<file path="config.mk">
export PLATFORM = sky130hd
export DESIGN_NAME = pipe_hazard_ctrl
export DESIGN_NICKNAME = d
export VERILOG_FILES = /design/src/rtl/pipe_hazard_ctrl.sv
export SDC_FILE = /design/constraint.sdc
export NUM_CORES = 1
export LEC_CHECK = 0
export CAP_MARGIN = 10
export CELL_PAD_IN_SITES_DETAIL_PLACEMENT = 2
export CELL_PAD_IN_SITES_GLOBAL_PLACEMENT = 2
export CORE_MARGIN = 2
export CORE_UTILIZATION = 32
export DETAILED_ROUTE_END_ITERATION = 12
export PLACE_DENSITY = 0.82
export SLEW_MARGIN = 15
export SYNTH_ARGS = -nofsm -noshare
export SYNTH_HDL_FRONTEND = slang
export SYNTH_SLANG_ARGS = --single-unit
</file>
<file path="constraint.sdc">
create_clock -name clk -period 2.5 [get_ports clk]
set_clock_uncertainty 0.2 [all_clocks]
set_input_delay 0.5 -clock clk [delete_from_list [all_inputs] [get_ports clk]]
set_output_delay 0.5 -clock clk [all_outputs]
set_load 0.05 [all_outputs]
</file>
<file path="src/rtl/pipe_hazard_ctrl.sv">
`default_nettype none
// ----------------------------------------------------------------------------
// pipe_hazard_ctrl : rv32i 5-stage hazard control (forwarding, load-use stall,
//                    branch flush, dmem wait freeze). Option: PIPE_HAZ_PERF_EN
// Rev 1.0
// ----------------------------------------------------------------------------
module pipe_hazard_ctrl #(
  parameter int REG_ADDR_W = 5
`ifdef PIPE_HAZ_PERF_EN
  ,
  parameter int CNT_W = 32
`endif
) (
  input  logic                  clk,
  input  logic                  rst_n,
  input  logic [REG_ADDR_W-1:0] id_rs1,
  input  logic [REG_ADDR_W-1:0] id_rs2,
  input  logic [REG_ADDR_W-1:0] id_rd,
  input  logic                  id_uses_rs1,
  input  logic                  id_uses_rs2,
  input  logic                  id_reg_write,
  input  logic                  id_mem_read,
  input  logic                  id_mem_write,
  input  logic                  ex_branch_taken,
  input  logic                  dmem_ready,
  output logic                  pc_en,
  output logic                  if_id_en,
  output logic                  if_id_flush,
  output logic                  id_ex_en,
  output logic                  id_ex_flush,
  output logic                  ex_mem_en,
  output logic                  mem_wb_en,
`ifdef PIPE_HAZ_PERF_EN
  output logic [CNT_W-1:0]      stall_cnt,
  output logic [CNT_W-1:0]      flush_cnt,
  output logic [CNT_W-1:0]      wait_cnt,
`endif
  output logic [1:0]            fwd_a_sel,
  output logic [1:0]            fwd_b_sel
);

  typedef enum logic [0:0] {
    ST_RUN      = 1'b0,
    ST_MEM_WAIT = 1'b1
  } state_t;

  state_t state_q;

  logic [REG_ADDR_W-1:0] ex_rd_q, ex_rs1_q, ex_rs2_q;
  logic [REG_ADDR_W-1:0] ex_rd_d, ex_rs1_d, ex_rs2_d;
  logic                  ex_uses_rs1_q, ex_uses_rs2_q, ex_reg_write_q, ex_mem_read_q, ex_mem_write_q;
  logic                  ex_uses_rs1_d, ex_uses_rs2_d, ex_reg_write_d, ex_mem_read_d, ex_mem_write_d;
  logic [REG_ADDR_W-1:0] mem_rd_q, mem_rd_d;
  logic                  mem_reg_write_q, mem_mem_read_q, mem_mem_write_q;
  logic                  mem_reg_write_d, mem_mem_read_d, mem_mem_write_d;
  logic [REG_ADDR_W-1:0] wb_rd_q, wb_rd_d;
  logic                  wb_reg_write_q, wb_reg_write_d;

  logic w_mem_acc;
  logic w_freeze;
  logic w_branch;
  logic w_load_use;
  logic w_ex_bubble;

  assign w_mem_acc = mem_mem_read_q | mem_mem_write_q;
  assign w_freeze  = ~dmem_ready & (w_mem_acc | (state_q == ST_MEM_WAIT));
  // rst_n gate keeps both flushes low while reset is asserted
  assign w_branch  = rst_n & ex_branch_taken & ~w_freeze;

  assign w_load_use = ~w_freeze & ~ex_branch_taken & ex_mem_read_q
                    & (ex_rd_q != '0)
                    & ((id_uses_rs1 & (id_rs1 == ex_rd_q)) | (id_uses_rs2 & (id_rs2 == ex_rd_q)));

  assign w_ex_bubble = w_branch | w_load_use;

  assign pc_en       = ~w_freeze & ~w_load_use;
  assign if_id_en    = ~w_freeze & ~w_load_use;
  assign if_id_flush = w_branch;
  assign id_ex_en    = ~w_freeze;
  assign id_ex_flush = w_ex_bubble;
  assign ex_mem_en   = ~w_freeze;
  assign mem_wb_en   = ~w_freeze;

  // MEM beats WB; a write to x0 is never a forwarding source
  assign fwd_a_sel =
      (ex_uses_rs1_q & mem_reg_write_q & (mem_rd_q != '0) & (mem_rd_q == ex_rs1_q)) ? 2'b01 :
      (ex_uses_rs1_q & wb_reg_write_q  & (wb_rd_q  != '0) & (wb_rd_q  == ex_rs1_q)) ? 2'b10 :
      2'b00;
  assign fwd_b_sel =
      (ex_uses_rs2_q & mem_reg_write_q & (mem_rd_q != '0) & (mem_rd_q == ex_rs2_q)) ? 2'b01 :
      (ex_uses_rs2_q & wb_reg_write_q  & (wb_rd_q  != '0) & (wb_rd_q  == ex_rs2_q)) ? 2'b10 :
      2'b00;

  always_comb begin
    ex_rd_d         = ex_rd_q;
    ex_rs1_d        = ex_rs1_q;
    ex_rs2_d        = ex_rs2_q;
    ex_uses_rs1_d   = ex_uses_rs1_q;
    ex_uses_rs2_d   = ex_uses_rs2_q;
    ex_reg_write_d  = ex_reg_write_q;
    ex_mem_read_d   = ex_mem_read_q;
    ex_mem_write_d  = ex_mem_write_q;
    mem_rd_d        = mem_rd_q;
    mem_reg_write_d = mem_reg_write_q;
    mem_mem_read_d  = mem_mem_read_q;
    mem_mem_write_d = mem_mem_write_q;
    wb_rd_d         = wb_rd_q;
    wb_reg_write_d  = wb_reg_write_q;
    if (!w_freeze) begin
      wb_rd_d         = mem_rd_q;
      wb_reg_write_d  = mem_reg_write_q;
      mem_rd_d        = ex_rd_q;
      mem_reg_write_d = ex_reg_write_q;
      mem_mem_read_d  = ex_mem_read_q;
      mem_mem_write_d = ex_mem_write_q;
      if (w_ex_bubble) begin
        ex_rd_d        = '0;
        ex_rs1_d       = '0;
        ex_rs2_d       = '0;
        ex_uses_rs1_d  = 1'b0;
        ex_uses_rs2_d  = 1'b0;
        ex_reg_write_d = 1'b0;
        ex_mem_read_d  = 1'b0;
        ex_mem_write_d = 1'b0;
      end else begin
        ex_rd_d        = id_rd;
        ex_rs1_d       = id_rs1;
        ex_rs2_d       = id_rs2;
        ex_uses_rs1_d  = id_uses_rs1;
        ex_uses_rs2_d  = id_uses_rs2;
        ex_reg_write_d = id_reg_write;
        ex_mem_read_d  = id_mem_read;
        ex_mem_write_d = id_mem_write;
      end
    end
  end

  always_ff @(posedge clk or negedge rst_n) begin
    if (!rst_n) begin
      ex_rd_q         <= '0;
      ex_rs1_q        <= '0;
      ex_rs2_q        <= '0;
      ex_uses_rs1_q   <= 1'b0;
      ex_uses_rs2_q   <= 1'b0;
      ex_reg_write_q  <= 1'b0;
      ex_mem_read_q   <= 1'b0;
      ex_mem_write_q  <= 1'b0;
      mem_rd_q        <= '0;
      mem_reg_write_q <= 1'b0;
      mem_mem_read_q  <= 1'b0;
      mem_mem_write_q <= 1'b0;
      wb_rd_q         <= '0;
      wb_reg_write_q  <= 1'b0;
    end else begin
      ex_rd_q         <= ex_rd_d;
      ex_rs1_q        <= ex_rs1_d;
      ex_rs2_q        <= ex_rs2_d;
      ex_uses_rs1_q   <= ex_uses_rs1_d;
      ex_uses_rs2_q   <= ex_uses_rs2_d;
      ex_reg_write_q  <= ex_reg_write_d;
      ex_mem_read_q   <= ex_mem_read_d;
      ex_mem_write_q  <= ex_mem_write_d;
      mem_rd_q        <= mem_rd_d;
      mem_reg_write_q <= mem_reg_write_d;
      mem_mem_read_q  <= mem_mem_read_d;
      mem_mem_write_q <= mem_mem_write_d;
      wb_rd_q         <= wb_rd_d;
      wb_reg_write_q  <= wb_reg_write_d;
    end
  end

  always_ff @(posedge clk or negedge rst_n) begin
    if (!rst_n) begin
      state_q <= ST_RUN;
    end else begin
      case (state_q)
        ST_RUN:      if (w_mem_acc && !dmem_ready) state_q <= ST_MEM_WAIT;
        ST_MEM_WAIT: if (dmem_ready) state_q <= ST_RUN;
        default:     state_q <= ST_RUN;
      endcase
    end
  end

`ifdef PIPE_HAZ_PERF_EN
  logic [CNT_W-1:0] stall_cnt_q, flush_cnt_q, wait_cnt_q;

  always_ff @(posedge clk or negedge rst_n) begin
    if (!rst_n) begin
      stall_cnt_q <= '0;
      flush_cnt_q <= '0;
      wait_cnt_q  <= '0;
    end else begin
      if (w_load_use && (stall_cnt_q != '1)) stall_cnt_q <= stall_cnt_q + CNT_W'(1);
      if (w_branch   && (flush_cnt_q != '1)) flush_cnt_q <= flush_cnt_q + CNT_W'(1);
      if (w_freeze   && (wait_cnt_q  != '1)) wait_cnt_q  <= wait_cnt_q  + CNT_W'(1);
    end
  end

  assign stall_cnt = stall_cnt_q;
  assign flush_cnt = flush_cnt_q;
  assign wait_cnt  = wait_cnt_q;
`endif

endmodule
`default_nettype wire

</file>
==> impl_results.md <==
* DR vias/cell at 5.45
* Synthesis-stage register bit count at 35
* Area Growth Syn to Fin at 37.0%
* WL/cell at 20.5 µm
* Core Rows at 29
* Final wirelength at 7410 µm
* Starting density of the core at 0.334
* Die W at 85.8 µm
* Yosys warnings at 0
* Layout cells sized above 1 at 0.306
* Worst Hold Path EP: mem_reg_write_q
* Min-Delay Startpoint: ex_reg_write_q
* # IOs at 35
* CTS tree: done
* Drt first-iter violations at 100
* Crit path max fanout at 4
* Slew margin rel. at 0.680
* Worst-path cell chain: buf_4, xnor2_1, nand4_1, o22ai_2, a31o_1, buf_12
* Die area at 7360 µm²
* Worst setup SP type: flip-flop
* Initial antenna violation count at 0
* CTS Buf Count at 5
* Worst slew pin tran at 0.481 ns
* Reg2Reg Depth at 7
* Clock transition at path regs at 0.07 ns
* Global-route usage over all layers at 0.215
* Status: finished, violations left
* Setup CP Type: flip-flop to output pin
* Nets at 308
* Failing checks: negative setup slack
* Final ANT Viol Nets at 0
* Vias in the first global route at 2,211
* Top cells by area, synth: dfrtp_1 41%, o211ai_2 12%, nand2_1 11%
* Yosys top cell area share at 0.409
* Synthesized area per cell at 9.04 µm²
* Worst hold path type: flip-flop to flip-flop
* Critical path's slowest cell: dfrtp_1
* Final instance area at 2930 µm²
* Fill cell count at 686
* R2r endpoint: ex_rd_q[4]
* Hold_buf cts at 0
* Area leader, netlist: dfrtp_1
* DR vias at 1,969
* Synthesized cell area at 2140 µm²
* H-tree depth at 2
* Reg area at 878 µm²
* DR DRC count at 0
* WP data required at 1.80 ns
* Netlist cell types at 24
* Placed instance area at 2740 µm²
* Worst-Skew Late Latency at 0.28 ns
* Core footprint at 6420 µm²
* Maximum vdd drop at 378 µV
* Hold slack at 0.275 ns
* RePlAce Congestion at 0.808
* Post-Syn Nets at 261
* Clock Path Buffers at 2
* Overall power at 2.91 mW
* Post-Route Setup TNS at -0.373 ns
* Final hold viol count at 0
* Arrival time worst endpoint at 1.91 ns
* Area of the multi-input gates at 1260 µm²
* Fin. max-slew vios at 0
* Endpoints failing setup at 5
* Reg-to-Reg Start: ex_rd_q[1]
* Setup slack, reg-to-reg at 0.32 ns
* Hold Crit Depth at 2
* Worst slack after detailed placement at -0.170 ns
* Clock sinks at 35
* Crit-path max cell delay at 0.40 ns
* PwrDens at 992 nW/µm²
* Fmax at 383 MHz
* First-pass GRT wire length at 12,100 µm
* Root Driver: clkbuf_8
* Synth Instances at 237
* Ant diodes at 0
* Leakage power at 1.29 nW
* Post-synthesis sequential area ratio at 0.409
* Final clock period utilization by the worst path at 1.04
* Post-DP HPWL at 5030 µm
* Critical Path End Type: output pin
* RSZ-0062 raised after global routing: true
* DRT Pass-1 Iters at 6
* Largest net degree at the start of global routing at 41
* IO Port Bufs at 34
* Die Height at 85.8 µm
* Final worst slack at -0.112 ns
* Final Critical Period at 2.61 ns
* Max-cap viol count at 0
* GR Overflow Total at 0
flip-flops by register name (all words and copies together), names as in the netlist, 5 cells and up:
signal    count
mem_rd_q      5
ex_rs2_q      5
ex_rs1_q      5
wb_rd_q       5
ex_rd_q       5
synthesized netlist by cell type:
| cell | count |
|---|---|
| nand3_1 | 22 |
| o21ai_2 | 1 |
| dfrtp_1 | 35 |
| nand4_1 | 24 |
| xnor2_1 | 22 |
| and2b_2 | 1 |
| buf_4 | 5 |
| nor2_1 | 2 |
| a21oi_1 | 1 |
| or4_1 | 3 |
| inv_1 | 2 |
| nand2_1 | 62 |
| buf_2 | 7 |
| nor4_1 | 2 |
| nor3_1 | 5 |
| inv_2 | 1 |
| mux2_1 | 1 |
| o22ai_1 | 1 |
| a31o_1 | 1 |
| o21ai_1 | 3 |
| clkbuf_1 | 6 |
| buf_6 | 2 |
| o211ai_2 | 20 |
| xor2_1 | 8 |
worst max path at each step:
stage,start,endpoint,slack (ns),cells after the start
after floorplan,ex_rd_q[1],pc_en,-0.01,5
after global placement,id_rs2[1],pc_en,-0.16,7
after detailed placement,id_rs2[1],pc_en,-0.17,7
after CTS,ex_rd_q[1],id_ex_flush,-0.05,5
after global routing,ex_rd_q[1],id_ex_flush,-0.21,6
final,ex_rd_q[1],id_ex_flush,-0.11,6
area by class of cell:
type	count	area share
timing repair buffer	60	0.204
clock inverter	1	0.00171
inverter	3	0.00384
sequential	35	0.299
clock buffer	6	0.0281
multi-input combinational	179	0.430
tap	77	0.0328
power by group:
| group | leakage [nW] | switching (mW) | internal, mW |
|---|---|---|---|
| clock | 0.0470 | 0.210 | 0.216 |
| sequential | 0.417 | 0.274 | 0.784 |
| combinational | 0.826 | 0.802 | 0.625 |
kinds of logic after synthesis:
group,share of synthesized area
compound gates,0.137
simple gates,0.266
flops,0.409
buf+inv,0.0602
mux,0.00526
xor+xnor,0.123
worst max-delay path, delay by kind of cell (launching register included):
kind	cells	cell delay, ns
compound gates	2	0.52
flops	1	0.40
buf+inv	2	0.32
xor+xnor	1	0.21
simple gates	1	0.17
timing repair:
action,CTS,global route
setup buffers,3,1
pin swaps,3,6
cloned,0,0
endpoints found under the setup margin,5,7
gates resized for setup,20,9
cells in the final DEF (no fill, tap or decap), drive strengths merged:
cell type and instances:
nor3 5, o211ai 20, nor2 2, xor2 8, nor4 2, or4 3, a21oi 1, clkinv 1
clkbuf 6, dlygate4sd2 10, buf 37, xnor2 22, a31o 1, nand2 62, clkdlybuf4s50 13, inv 3
nand4 24, dfrtp 35, and2b 1, nand3 22, o22ai 1, o21ai 4, mux2 1
stage by stage:
stage | instances | util
after floorplan | 237 | -
after global placement | 350 | 0.427
after detailed placement | 350 | 0.427
after CTS | 360 | 0.449
after global routing | 361 | 0.457
final | 361 | 0.457
metal layers:
layer  global-route usage  routed length, µm  up-vias
li1                     -                  -      922
met1                0.273               3230     1002
met2                0.381               3910       31
met3               0.0212                105       14
met4               0.0779                166        0
met5                    0                  0        -
(Power assumes the default switching activity.)
==> RTL change 1, RTL diff (same settings) <==
Build with the macro `PIPE_HAZ_PERF_EN` defined.
--- a/src/rtl/pipe_hazard_ctrl.sv
+++ b/src/rtl/pipe_hazard_ctrl.sv
@@ -5,4 +5,6 @@
 // Rev 1.0
 // ----------------------------------------------------------------------------
+`define PIPE_HAZ_PERF_EN
+
 module pipe_hazard_ctrl #(
   parameter int REG_ADDR_W = 5
Formal check against the unedited RTL (old outputs only; new: flush_cnt, stall_cnt and wait_cnt): equivalent (equiv_simple and equiv_induct, registers matched by name and starting in step).
==> RTL change 1 against the original RTL <==
Wire length rose to 3.1 times the old value. The flow still finishes with violations (setup timing). Area after synthesis grew to 3.0 times the old value. Power rose to 2.6 times the old value. Sequential cell count up 96. Highest routed layer unchanged. Non-clock buffer count rose by 140. Critical path type is now in -> out. Count of clock-buffer cells in the layout grew 11. Worst setup slack got worse by 0.16 ns. Cell area grew to 3.2 times the old value. Combinational power is 48% higher.
==> RTL change 1: results (changes against the original RTL) <==
[final_layout]
layout-drive-gt1-share_pct = 22.65  ; was 30.63%
nFillCells = 1945  ; was 686
nets = 813  ; was 308

[clock_tree]
cts-htree-levels = 4  ; was 2
clock_latency_ns = 0.43  ; was 0.28 ns
cts_setup_buffers = 9  ; was 3
cts_buffers = 17  ; was 5
cts_root_buf = clkbuf_16  ; was clkbuf_8
cts-resized-gates = 35  ; was 20

[global_route]
grt_usage_pct = 21.82  ; was 21.55%
use_met3_pct = 4.376  ; was 2.117%
grt_pass1_vias = 6047  ; was 2211
grtUsageMet2_pct = 39.29  ; was 38.14%
grt_pass1_wl_um = 34470  ; was 12140 um
grtUsageMet1_pct = 25.67  ; was 27.27%
grt_start_max_net_pins = 132  ; was 41

[critical_path]
crit_fanout = 3  ; was 4
worstReg2RegStart = wait_cnt[8]$_DFFE_PN0P_  ; was ex_rd_q[1]$_DFFE_PN0N_
worst_ep_arrival_time_ns = 2.07  ; was 1.91 ns
regToRegEndpoint = wait_cnt[1]$_DFFE_PN0P_  ; was ex_rd_q[4]$_DFFE_PN0N_
endpoint = pc_en  ; was id_ex_flush
reg2reg_slack_ns = 0.03  ; was 0.32 ns
critPathLaunch = id_rs1[0]  ; was ex_rd_q[1]$_DFFE_PN0N_

[placement]
gp_congestion = 0.8033  ; was 0.8084
dp_hpwl_um = 15160  ; was 5034 um
portBuffers = 130  ; was 34
dp_slack_ns = -0.5053  ; was -0.1702 ns

[synth]
yosysWarningCount = 0  ; unchanged
ys_seq_area_share_pct = 51.76  ; was 40.89%
synth_nets = 605  ; was 261
synth_common_cells = dfrtp_1 (131), xnor2_1 (67), xor2_1 (55)  ; was nand2_1 (62), dfrtp_1 (35), nand4_1 (24)
synth.area.top_cells = dfrtp_1 (52%), xnor2_1 (9.3%), xor2_1 (7.6%)  ; was dfrtp_1 (41%), o211ai_2 (12%), nand2_1 (11%)
ys_types = 47  ; was 24
async_flop_share_pct = 100.0  ; unchanged

[power]
p_leak_nw = 4.345  ; was 1.290 nW
swShare_pct = 34.59  ; was 44.16%
vdd_drop_max_uv = 559.8  ; was 378.2 uV
p_per_area_nw_per_um2 = 810.6  ; was 992.4 nW/um^2

[route]
drtIter0Drc = 175  ; was 100
wl_met1_um = 9404  ; was 3225 um
dr.pass1.iters = 4  ; was 6
detail_route.wl_per_cell_um = 21.50  ; was 20.51 um
wl_met2_um = 12100  ; was 3907 um
viasPerCell = 5.054  ; was 5.454
dr_wl_met3_um = 871  ; was 105 um
antenna_left = 0  ; unchanged
routed.top_layer = met4  ; unchanged
drc = 0  ; unchanged

[run_status]
run_status = complete, but fails checks  ; unchanged
violations = setup timing  ; unchanged

[sta]
setup_viol = 7  ; was 5
tns_ns = -1.229  ; was -0.3729 ns
setup_ws_ns = -0.2671  ; was -0.1117 ns
worst_slew_pin_slew_ns = 0.7426  ; was 0.4806 ns

[hold_path]
hp-class = in -> async  ; was reg -> reg

==> RTL change 1: layout make-up <==
cell class / count / area (um^2) / area share, %
clock inverter: 15 / 217.7 / 2.303
inverter: 15 / 61.31 / 0.6484
sequential: 131 / 3282 / 34.71
multi-input combinational: 421 / 3146 / 33.27
clock buffer: 17 / 425.4 / 4.499
tap: 265 / 331.6 / 3.507
timing repair buffer: 200 / 1992 / 21.07
==> RTL change 1: per-stage QoR <==
stage	power (mW)	utilization (%)	cell area, um^2	instances	hold slack, ns
2_1_floorplan	3.815	-	6379	578	0.004409
3_3_place_gp	4.432	42.75	8320	1007	0.2594
3_5_place_dp	4.549	42.75	8320	1007	0.2741
4_1_cts	7.486	47.09	9165	1049	0.07501
5_1_grt	7.970	48.58	9455	1064	0.07778
6_report	7.665	48.58	9455	1064	0.04136
==> RTL change 1: logic make-up (layout without fill, tap and decap cells) <==
group | after synthesis | in the layout | synth area share [%]
adder cells (fa/ha/maj) | 3 | 3 | 0.5927
XOR/XNOR | 122 | 122 | 16.87
AND/OR/NAND/NOR | 249 | 250 | 22.11
flip-flops | 131 | 131 | 51.76
multiplexers | 12 | 12 | 2.134
buffers and inverters | 27 | 247 | 2.588
AO/OA/AOI/OAI | 34 | 34 | 3.951
==> RTL change 1: critical path, stage by stage <==
cell and delay (ns):
clkdlybuf4s50_1 0.45, xnor2_1 0.24, nand4_1 0.19, o22ai_2 0.18
buf_6 0.15, and2_4 0.15, nor2_4 0.05, buf_12 0.15
==> RTL change 1: power by group through the flow <==
stage	registers (mW)	clock network (mW)	logic [mW]
floorplan	3.05	0	0.762
finish	2.78	2.78	2.11
detailed placement	2.78	0	1.77
global placement	2.74	0	1.69
global route	2.82	2.92	2.23
CTS	2.75	2.81	1.92
==> RTL change 2, RTL diff (same settings) <==
Made on the original files. Take the reset off `ex_rs1_q`, `ex_rs2_q` and `mem_rd_q` and load them in a clocked block of their own.
--- a/src/rtl/pipe_hazard_ctrl.sv
+++ b/src/rtl/pipe_hazard_ctrl.sv
@@ -139,6 +139,4 @@
     if (!rst_n) begin
       ex_rd_q         <= '0;
-      ex_rs1_q        <= '0;
-      ex_rs2_q        <= '0;
       ex_uses_rs1_q   <= 1'b0;
       ex_uses_rs2_q   <= 1'b0;
@@ -146,5 +144,4 @@
       ex_mem_read_q   <= 1'b0;
       ex_mem_write_q  <= 1'b0;
-      mem_rd_q        <= '0;
       mem_reg_write_q <= 1'b0;
       mem_mem_read_q  <= 1'b0;
@@ -154,6 +151,4 @@
     end else begin
       ex_rd_q         <= ex_rd_d;
-      ex_rs1_q        <= ex_rs1_d;
-      ex_rs2_q        <= ex_rs2_d;
       ex_uses_rs1_q   <= ex_uses_rs1_d;
       ex_uses_rs2_q   <= ex_uses_rs2_d;
@@ -161,5 +156,4 @@
       ex_mem_read_q   <= ex_mem_read_d;
       ex_mem_write_q  <= ex_mem_write_d;
-      mem_rd_q        <= mem_rd_d;
       mem_reg_write_q <= mem_reg_write_d;
       mem_mem_read_q  <= mem_mem_read_d;
@@ -168,4 +162,10 @@
       wb_reg_write_q  <= wb_reg_write_d;
     end
+  end
+
+  always_ff @(posedge clk) begin
+    ex_rs1_q <= ex_rs1_d;
+    ex_rs2_q <= ex_rs2_d;
+    mem_rd_q <= mem_rd_d;
   end
 
Behaviour: no difference found for any inputs over 10 cycles, from zero or initial values and one cycle with rst_n low; that may be too few to reach the edited logic, so the function may still have changed.
==> RTL change 2 against the original RTL <==
The flow still finishes with violations (setup timing). Wire length down 28%. Utilization up 0.61 points. Power down 17%. Combinational power down 32%. Area after synthesis down 18%. Sequential cell count unchanged. Sequential share of layout area up 8.2 points. Hold slack better by 0.024 ns. Via count down 28%. Worst setup slack better by 0.042 ns. Cell area down 15%.
==> RTL change 2: results (changes against the original RTL) <==
[run_status]
run_status = complete, but fails checks  ; unchanged
violations = setup timing  ; unchanged

[placement]
dp_slack_ns = -0.1697  ; was -0.1702 ns
gp_congestion = 0.7592  ; was 0.8084
dp_hpwl_um = 3936  ; was 5034 um
dp.cells = 284  ; was 350

[power]
vdd_drop_max_uv = 400.5  ; was 378.2 uV

[sta]
worst_slew_pin_slew_ns = 0.2961  ; was 0.4806 ns
tns_ns = -0.07996  ; was -0.3729 ns
setup_ws_ns = -0.06971  ; was -0.1117 ns
setup_viol = 2  ; was 5

[synth]
synth_common_cells = nand2_1 (36), xnor2_1 (22), dfrtp_1 (20)  ; was nand2_1 (62), dfrtp_1 (35), nand4_1 (24)
synth_nets = 198  ; was 261
async_flop_share_pct = 57.14  ; was 100.0%
ys_types = 27  ; was 24
avgSynthCellArea_um2 = 10.13  ; was 9.038 um^2
ys_seq_area_share_pct = 53.94  ; was 40.89%
synth_edf_count = 15  ; was 0

[global_route]
grt_start_max_net_pins = 26  ; was 41
grt_usage_pct = 18.22  ; was 21.55%
grt_pass1_vias = 1627  ; was 2211

[final_layout]
stdcell_count = 298  ; was 361
nFillCells = 574  ; was 686
nets = 249  ; was 308
layout-drive-gt1-share_pct = 27.43  ; was 30.63%

[clock_tree]
clock_latency_ns = 0.29

[route]
detail_route.wl_per_cell_um = 17.82  ; was 20.51 um
viasPerCell = 4.779  ; was 5.454
dr.pass1.iters = 4  ; was 6
drtIter0Drc = 36  ; was 100

[critical_path]
worst_ep_arrival_time_ns = 1.87  ; was 1.91 ns
crit_fanout = 2  ; was 4

[hold_path]
hp-class = reg -> reg  ; unchanged

==> RTL change 2: per-layer routing <==
| metal | track usage [%] | part of all wire [%] | wire (um) |
|---|---|---|---|
| met2 | 36.29 | 59 | 3149 |
| met4 | 4.737 | 1.1 | 56 |
| met3 | 4.138 | 2.9 | 154 |
| met5 | 0 | 0 | 0 |
| met1 | 18.95 | 37 | 1948 |
==> RTL change 2: power by group <==
group | total (mW) | leakage (nW) | internal (mW) | switching, mW
Sequential | 1.04 | 0.397 | 0.816 | 0.219
Combinational | 0.974 | 0.609 | 0.451 | 0.523
Clock | 0.402 | 0.0422 | 0.196 | 0.207
Total | 2.41 | 1.05 | 1.46 | 0.948
==> RTL change 2: kinds of logic (layout without fill, tap and decap cells) <==
kind of cell / Yosys count / count (layout) / synth area share (%)
and+or+nand+nor: 78 / 78 / 21.72
DFF: 35 / 35 / 53.94
AOI/OAI and AO/OA: 16 / 16 / 4.826
buffers and inverters: 14 / 66 / 3.973
muxes: 1 / 1 / 0.6387
xor gates and xnor gates: 30 / 30 / 14.90
==> RTL change 2: timing repair <==
| item | 4_1_cts | 5_1_grt |
|---|---|---|
| buffers inserted | 5 | 1 |
| hold buffers | 0 | 0 |
| gates resized for setup | 20 | 13 |
| pin swaps | 10 | 9 |
| setup endpoints to repair | 5 | 7 |
==> RTL change 2: final timing paths <==
check	startpoint	endpoint	slack, ns	depth (start not counted)
worst max register to register	ex_rd_q[4]$_DFFE_PN0N_	ex_rs1_q[2]$_SDFFCE_PP0N_	0.50	6
max in group asynchronous	rst_n	ex_rd_q[1]$_DFFE_PN0N_	1.46	2
worst min register to register	ex_mem_write_q$_DFFE_PN0N_	ex_mem_write_q$_DFFE_PN0N_	0.30	2
min in group asynchronous	rst_n	mem_mem_write_q$_DFFE_PN0N_	0.40	2
worst min-delay path	ex_mem_write_q$_DFFE_PN0N_	ex_mem_write_q$_DFFE_PN0N_	0.30	2
worst max-delay path	mem_rd_q[0]$_DFFE_PN_	fwd_a_sel[1]	-0.07	5
==> RTL change 2: worst max-delay path: stages, from the launching register on <==
cell and delay (ns):
edfxtp_1 0.39, or4_4 0.56, o21ai_4 0.18, nor3_2 0.09, nor3_2 0.16, clkbuf_16 0.20
==> RTL change 2: cell type report <==
cell class | count | area [um^2] | share of cell area [%]
clock buffers | 7 | 76.32 | 3.050
well taps | 72 | 90.09 | 3.600
flip-flops and latches | 35 | 954.7 | 38.15
multi-input cells | 125 | 838.3 | 33.50
inverters | 4 | 15.01 | 0.6000
clock inverters | 1 | 5.005 | 0.2000
repair buffers | 54 | 523.0 | 20.90
==> RTL change 2: per-stage QoR <==
step,utilization [%],area (um^2)
after global placement,42.36,2290
after CTS,45.21,2444
after global routing,46.30,2502
after detailed placement,42.36,2290
final,46.30,2502
after floorplan,-,1788
